$ cat src/rtl/onehot_stim_gen.sv
// onehot_stim_gen: free-running divider counter with per-bit rising-edge
// pulses, a C-library-compatible LCG random source, and a lowest-set-bit
// isolator on a selectable source vector.
module onehot_stim_gen #(
    parameter int unsigned WIDTH = 32
) (
    input  logic             clk,
    input  logic             nrst,
    input  logic             ena,
    input  logic             reseed,
    input  logic [31:0]      seed_val,
    input  logic             oh_src_sel,
    input  logic [WIDTH-1:0] oh_in,
    output logic [WIDTH-1:0] cnt_out,
    output logic [WIDTH-1:0] cnt_rise,
    output logic [15:0]      rnd_out,
    output logic [WIDTH-1:0] oh_out,
    output logic             oh_any
);

    localparam int unsigned RND_W  = 32;
    localparam logic [RND_W-1:0] LCG_MUL  = 32'd1103515245;
    localparam logic [RND_W-1:0] LCG_ADD  = 32'd12345;
    localparam logic [RND_W-1:0] RND_INIT = 32'd1;

    logic [WIDTH-1:0] cnt;
    logic [WIDTH-1:0] cnt_d;
    logic [RND_W-1:0] state;
    logic [RND_W-1:0] state_next;
    logic [WIDTH-1:0] src;

    // Divider counter: advances only when enabled, wraps modulo 2^WIDTH.
    always_ff @(posedge clk or negedge nrst) begin
        if (!nrst) begin
            cnt <= '0;
        end else if (ena) begin
            cnt <= cnt + WIDTH'(1);
        end
    end

    // Delayed copy for edge detection; tracks every clock so a held count
    // produces only a single-cycle pulse.
    always_ff @(posedge clk or negedge nrst) begin
        if (!nrst) begin
            cnt_d <= '0;
        end else begin
            cnt_d <= cnt;
        end
    end

    // LCG next-state: reseed wins over the free-running update.
    always_comb begin
        state_next = state * LCG_MUL + LCG_ADD;
        if (reseed) begin
            state_next = seed_val;
        end
    end

    // Random generator state; reset seed of 1 matches the C library default.
    always_ff @(posedge clk or negedge nrst) begin
        if (!nrst) begin
            state <= RND_INIT;
        end else begin
            state <= state_next;
        end
    end

    // Output mapping and the combinational one-hot isolator.
    always_comb begin
        src      = oh_src_sel ? oh_in : cnt;
        oh_out   = src & (~src + WIDTH'(1));
        oh_any   = |src;
        cnt_out  = cnt;
        cnt_rise = cnt & ~cnt_d;
        rnd_out  = {1'b0, state[30:16]};
    end

endmodule

$ cat config.mk
export PLATFORM = sky130hd
export DESIGN_NAME = onehot_stim_gen
export DESIGN_NICKNAME = d
export VERILOG_FILES = /design/src/rtl/onehot_stim_gen.sv
export SDC_FILE = /design/constraint.sdc
export NUM_CORES = 1
export LEC_CHECK = 0
export ABC_AREA = 1
export CORE_ASPECT_RATIO = 0.7
export CORE_MARGIN = 2
export CORE_UTILIZATION = 45
export DETAILED_ROUTE_END_ITERATION = 10
export PLACE_DENSITY = 0.67
export SYNTH_ARGS = -nofsm -noshare
export SYNTH_HDL_FRONTEND = slang
export SYNTH_SLANG_ARGS = --single-unit
export TNS_END_PERCENT = 20
$ cat constraint.sdc
create_clock -name clk -period 8.3 [get_ports clk]
set_input_delay 1.66 -clock clk [delete_from_list [all_inputs] [get_ports clk]]
set_output_delay 1.66 -clock clk [all_outputs]
set_load 0.02 [all_outputs]
==> flow_summary.rst <==
.. list-table::
   :header-rows: 1

   * - Metric
     - Value
   * - Arrival time of the worst setup path
     - 7.59 ns
   * - Synthesized net count
     - 2200
   * - DR vias
     - 11400
   * - Inserted Clock Buffers
     - 9
   * - Worst r2r src
     - state[6]$_DFF_PN0_
   * - RSZ-0062 raised after global routing
     - no
   * - Final slew viol count
     - 0
   * - Count of warnings emitted by yosys
     - 0
   * - Clock Skews
     - 0.0124 ns
   * - Number of antenna violations at the first check in global routing
     - 0
   * - Aggregate global routing overflow
     - 0
   * - Worst setup SP type
     - flop
   * - Post-route minimum period
     - 7.30 ns
   * - Initial standard-cell utilization of the core
     - 0.455
   * - Share of cells above drive strength 1
     - 0.0369
   * - DRC violation count after routing
     - 0
   * - Die X-Extent
     - 216 um
   * - Clk pin slew, worst setup/hold paths
     - 0.08 ns
   * - Final antenna diode count
     - 0
   * - DR top layer
     - met4
   * - Filler instances
     - 2909
   * - Post-placement worst setup slack
     - 1.13 ns
   * - Maximum achievable frequency
     - 0.137 GHz
   * - CTS H-Tree Depth
     - 3
   * - Timing endpoint of the critical path
     - state[24]$_DFF_PN0_
   * - Max Cap Viol
     - 0
   * - Worst min-delay path class
     - flop to flop
   * - Row Count
     - 54
   * - Root buffer cell
     - sky130_fd_sc_hd__clkbuf_16
   * - Most numerous cell on the critical path
     - sky130_fd_sc_hd__inv_1
   * - Post-CTS repair timing setup buffer count
     - 0
   * - TritonCTS clock tree
     - done
   * - Pin slew with the least headroom to its limit
     - 1.09 ns
   * - Clk_lat worst skew
     - 0.36 ns
   * - Core Area
     - 31000 um^2
   * - Summed instance area of the synthesized netlist
     - 14100 um^2
   * - Status
     - completed
   * - Wirelength, routed
     - 40.9 mm
   * - Worst-case register-to-register setup slack
     - 1.00 ns
   * - Worst EP required
     - 8.59 ns
   * - Main flop type after synthesis
     - sky130_fd_sc_hd__dfrtp_1
   * - Die footprint
     - 32800 um^2
   * - Worst Path Max Fanout
     - 8
   * - Number of buffers inserted for hold repair after clock tree synthesis
     - 0
   * - Overall global routing resource usage
     - 0.260
   * - Area occupied by multi-input gates
     - 9440 um^2
   * - Final Hold Violating Endpoints
     - 0
   * - Count of unique library cells instantiated by Yosys
     - 45
   * - Overall die height
     - 152 um
   * - Number of optimization iterations in the first detailed-route pass
     - 5
   * - Final WS setup
     - 1.00 ns
   * - Weighted congestion at the end of routability-driven global placement
     - 0.978
   * - Fraction of the core area covered by cells at the end of the flow
     - 0.533
   * - Post-cts sizing count
     - 0
   * - Max_slew headroom
     - 0.275
   * - Worst setup path startpoint
     - state[6]$_DFF_PN0_
   * - Remaining antenna violation count
     - 0
   * - Average via count per standard cell
     - 4.86
   * - HPWL Detailed
     - 35.7 mm
   * - Top Ports
     - 182
   * - Wire length of the first global-routing pass
     - 65.1 mm
   * - Average cell area after synthesis
     - 8.03 um^2
   * - Area growth from synthesis to layout
     - 17.0%
   * - Mean routed wirelength per cell
     - 17.5 um
   * - Vias in the first global route
     - 11900
   * - Total Neg Setup Slack
     - 0 ns
   * - Pin count of the biggest net entering global routing
     - 65
   * - Number of port buffers
     - 179
   * - Cell type of the slowest stage on the worst timing path
     - sky130_fd_sc_hd__fa_1
   * - Count of flip-flops with a built-in enable after synthesis
     - 0
   * - Number of register bits inferred by synthesis
     - 95
   * - Period utilisation layout
     - 0.879
   * - End of the worst register-to-register path
     - state[24]$_DFF_PN0_
   * - Max stage delay on crit path
     - 0.67 ns
   * - Final Net Count
     - 2363
   * - Type of destination of the critical path
     - flop
   * - Met2 wire length
     - 16.7 mm
   * - Critical setup path kind
     - flop to flop
   * - WL met3
     - 4.31 mm
   * - Clock tree sinks
     - 95
   * - Sequential cell area
     - 2380 um^2
   * - Post-synthesis async set-or-reset flop share
     - 1.00
   * - Setup violations, final
     - 0
   * - Synthesized netlist cell count
     - 1758
   * - Starting DRT DRC Count
     - 970
   * - Sequential share of the synthesized area
     - 0.168
   * - FF-to-FF path depth
     - 27
   * - Hold WS
     - 0.431 ns
   * - Detailed-route wire length on metal 1
     - 19.5 mm
   * - Maximum clock insertion buffer count
     - 2
## area by class of cell
class | count | share of cell area
Sequential cell | 95 | 0.144
Timing Repair Buffer | 182 | 0.109
Clock inverter | 7 | 0.00371
Multi-Input combinational cell | 1077 | 0.571
Clock buffer | 9 | 0.0136
Tap cell | 420 | 0.0318
Inverter | 556 | 0.126
## cells in the mapped netlist (16+ instances only)
master | number | area (um^2)
sky130_fd_sc_hd__inv_1 | 547 | 2050
sky130_fd_sc_hd__nand3_1 | 54 | 270
sky130_fd_sc_hd__dfrtp_1 | 94 | 2350
sky130_fd_sc_hd__a21oi_1 | 49 | 245
sky130_fd_sc_hd__fa_1 | 175 | 3500
sky130_fd_sc_hd__nor2_1 | 132 | 495
sky130_fd_sc_hd__xor2_1 | 40 | 350
sky130_fd_sc_hd__nor3_1 | 19 | 95.1
sky130_fd_sc_hd__o21ai_0 | 39 | 195
sky130_fd_sc_hd__nand2_1 | 258 | 968
sky130_fd_sc_hd__buf_4 | 16 | 120
sky130_fd_sc_hd__nand4_1 | 23 | 144
sky130_fd_sc_hd__ha_1 | 198 | 2480
## stage by stage
step / cell area (um^2) / std cells
after floorplan: 14100 / 1758
after global routing: 16500 / 2346
after detailed placement: 16200 / 2330
final: 16500 / 2346
after global placement: 16200 / 2330
after CTS: 16500 / 2346
## critical path: cells and delay by family (launching register included)
family | cells | cell delay (ns)
AND/OR/NAND/NOR | 8 | 1.12
XOR/XNOR | 1 | 0.31
AO/OA/AOI/OAI | 2 | 0.49
flip-flops | 1 | 0.54
adder cells (fa/ha/maj) | 9 | 4.23
buffers and inverters | 7 | 0.51
## worst min-delay path by stage
| stage | endpoint | from | cells after the start |
|---|---|---|---|
| CTS | cnt_d[13]$_DFF_PN0_ | cnt_out[13]$_DFFE_PN0P_ | 0 |
| floorplan | cnt_d[13]$_DFF_PN0_ | cnt_out[13]$_DFFE_PN0P_ | 0 |
| finish | cnt_d[13]$_DFF_PN0_ | cnt_out[13]$_DFFE_PN0P_ | 0 |
| global route | cnt_d[13]$_DFF_PN0_ | cnt_out[13]$_DFFE_PN0P_ | 0 |
| global placement | cnt_d[13]$_DFF_PN0_ | cnt_out[13]$_DFFE_PN0P_ | 0 |
| detailed placement | cnt_d[13]$_DFF_PN0_ | cnt_out[13]$_DFFE_PN0P_ | 0 |
## flip-flops by register name, indices dropped and copies added (netlist names)
name,flops
cnt_d,32
cnt_out,32
state,31
## cell usage in the layout, fill, tap and decap left out, types with 4 or more instances in the layout
cell type and instances:
sky130_fd_sc_hd__or2_2 10, sky130_fd_sc_hd__clkdlybuf4s50_1 177, sky130_fd_sc_hd__nand4_1 23, sky130_fd_sc_hd__o21bai_1 6, sky130_fd_sc_hd__nand2_2 4, sky130_fd_sc_hd__o21ai_0 39, sky130_fd_sc_hd__nor3_2 5, sky130_fd_sc_hd__xor2_1 40
sky130_fd_sc_hd__xnor2_1 11, sky130_fd_sc_hd__nor2_1 132, sky130_fd_sc_hd__nand3b_1 4, sky130_fd_sc_hd__fa_1 175, sky130_fd_sc_hd__a21oi_1 49, sky130_fd_sc_hd__inv_1 547, sky130_fd_sc_hd__buf_4 4, sky130_fd_sc_hd__nand3_1 54
sky130_fd_sc_hd__nor3_1 19, sky130_fd_sc_hd__nor2_2 8, sky130_fd_sc_hd__nand2_1 258, sky130_fd_sc_hd__dfrtp_1 94, sky130_fd_sc_hd__nor4_1 9, sky130_fd_sc_hd__ha_1 198, sky130_fd_sc_hd__inv_2 9, sky130_fd_sc_hd__clkbuf_16 9
sky130_fd_sc_hd__o21ai_1 7
## routing by layer
metal	global-route usage	up-vias
li1	-	5512
met1	0.388	5490
met2	0.375	360
met3	0.0830	30
met4	0.0351	0
met5	0	-
## cells by family after synthesis
family / count (synthesis) / share of synthesized area
xor+xnor: 51 / 0.0316
compound gates: 116 / 0.0456
buf+inv: 586 / 0.163
flops: 95 / 0.168
simple gates: 536 / 0.167
other cells: 1 / 0.000266
fa+ha+maj: 373 / 0.424
Power is left out: the tool's default activity adds up to more than one toggle a clock period on the data nets, which glitch-free logic cannot reach.
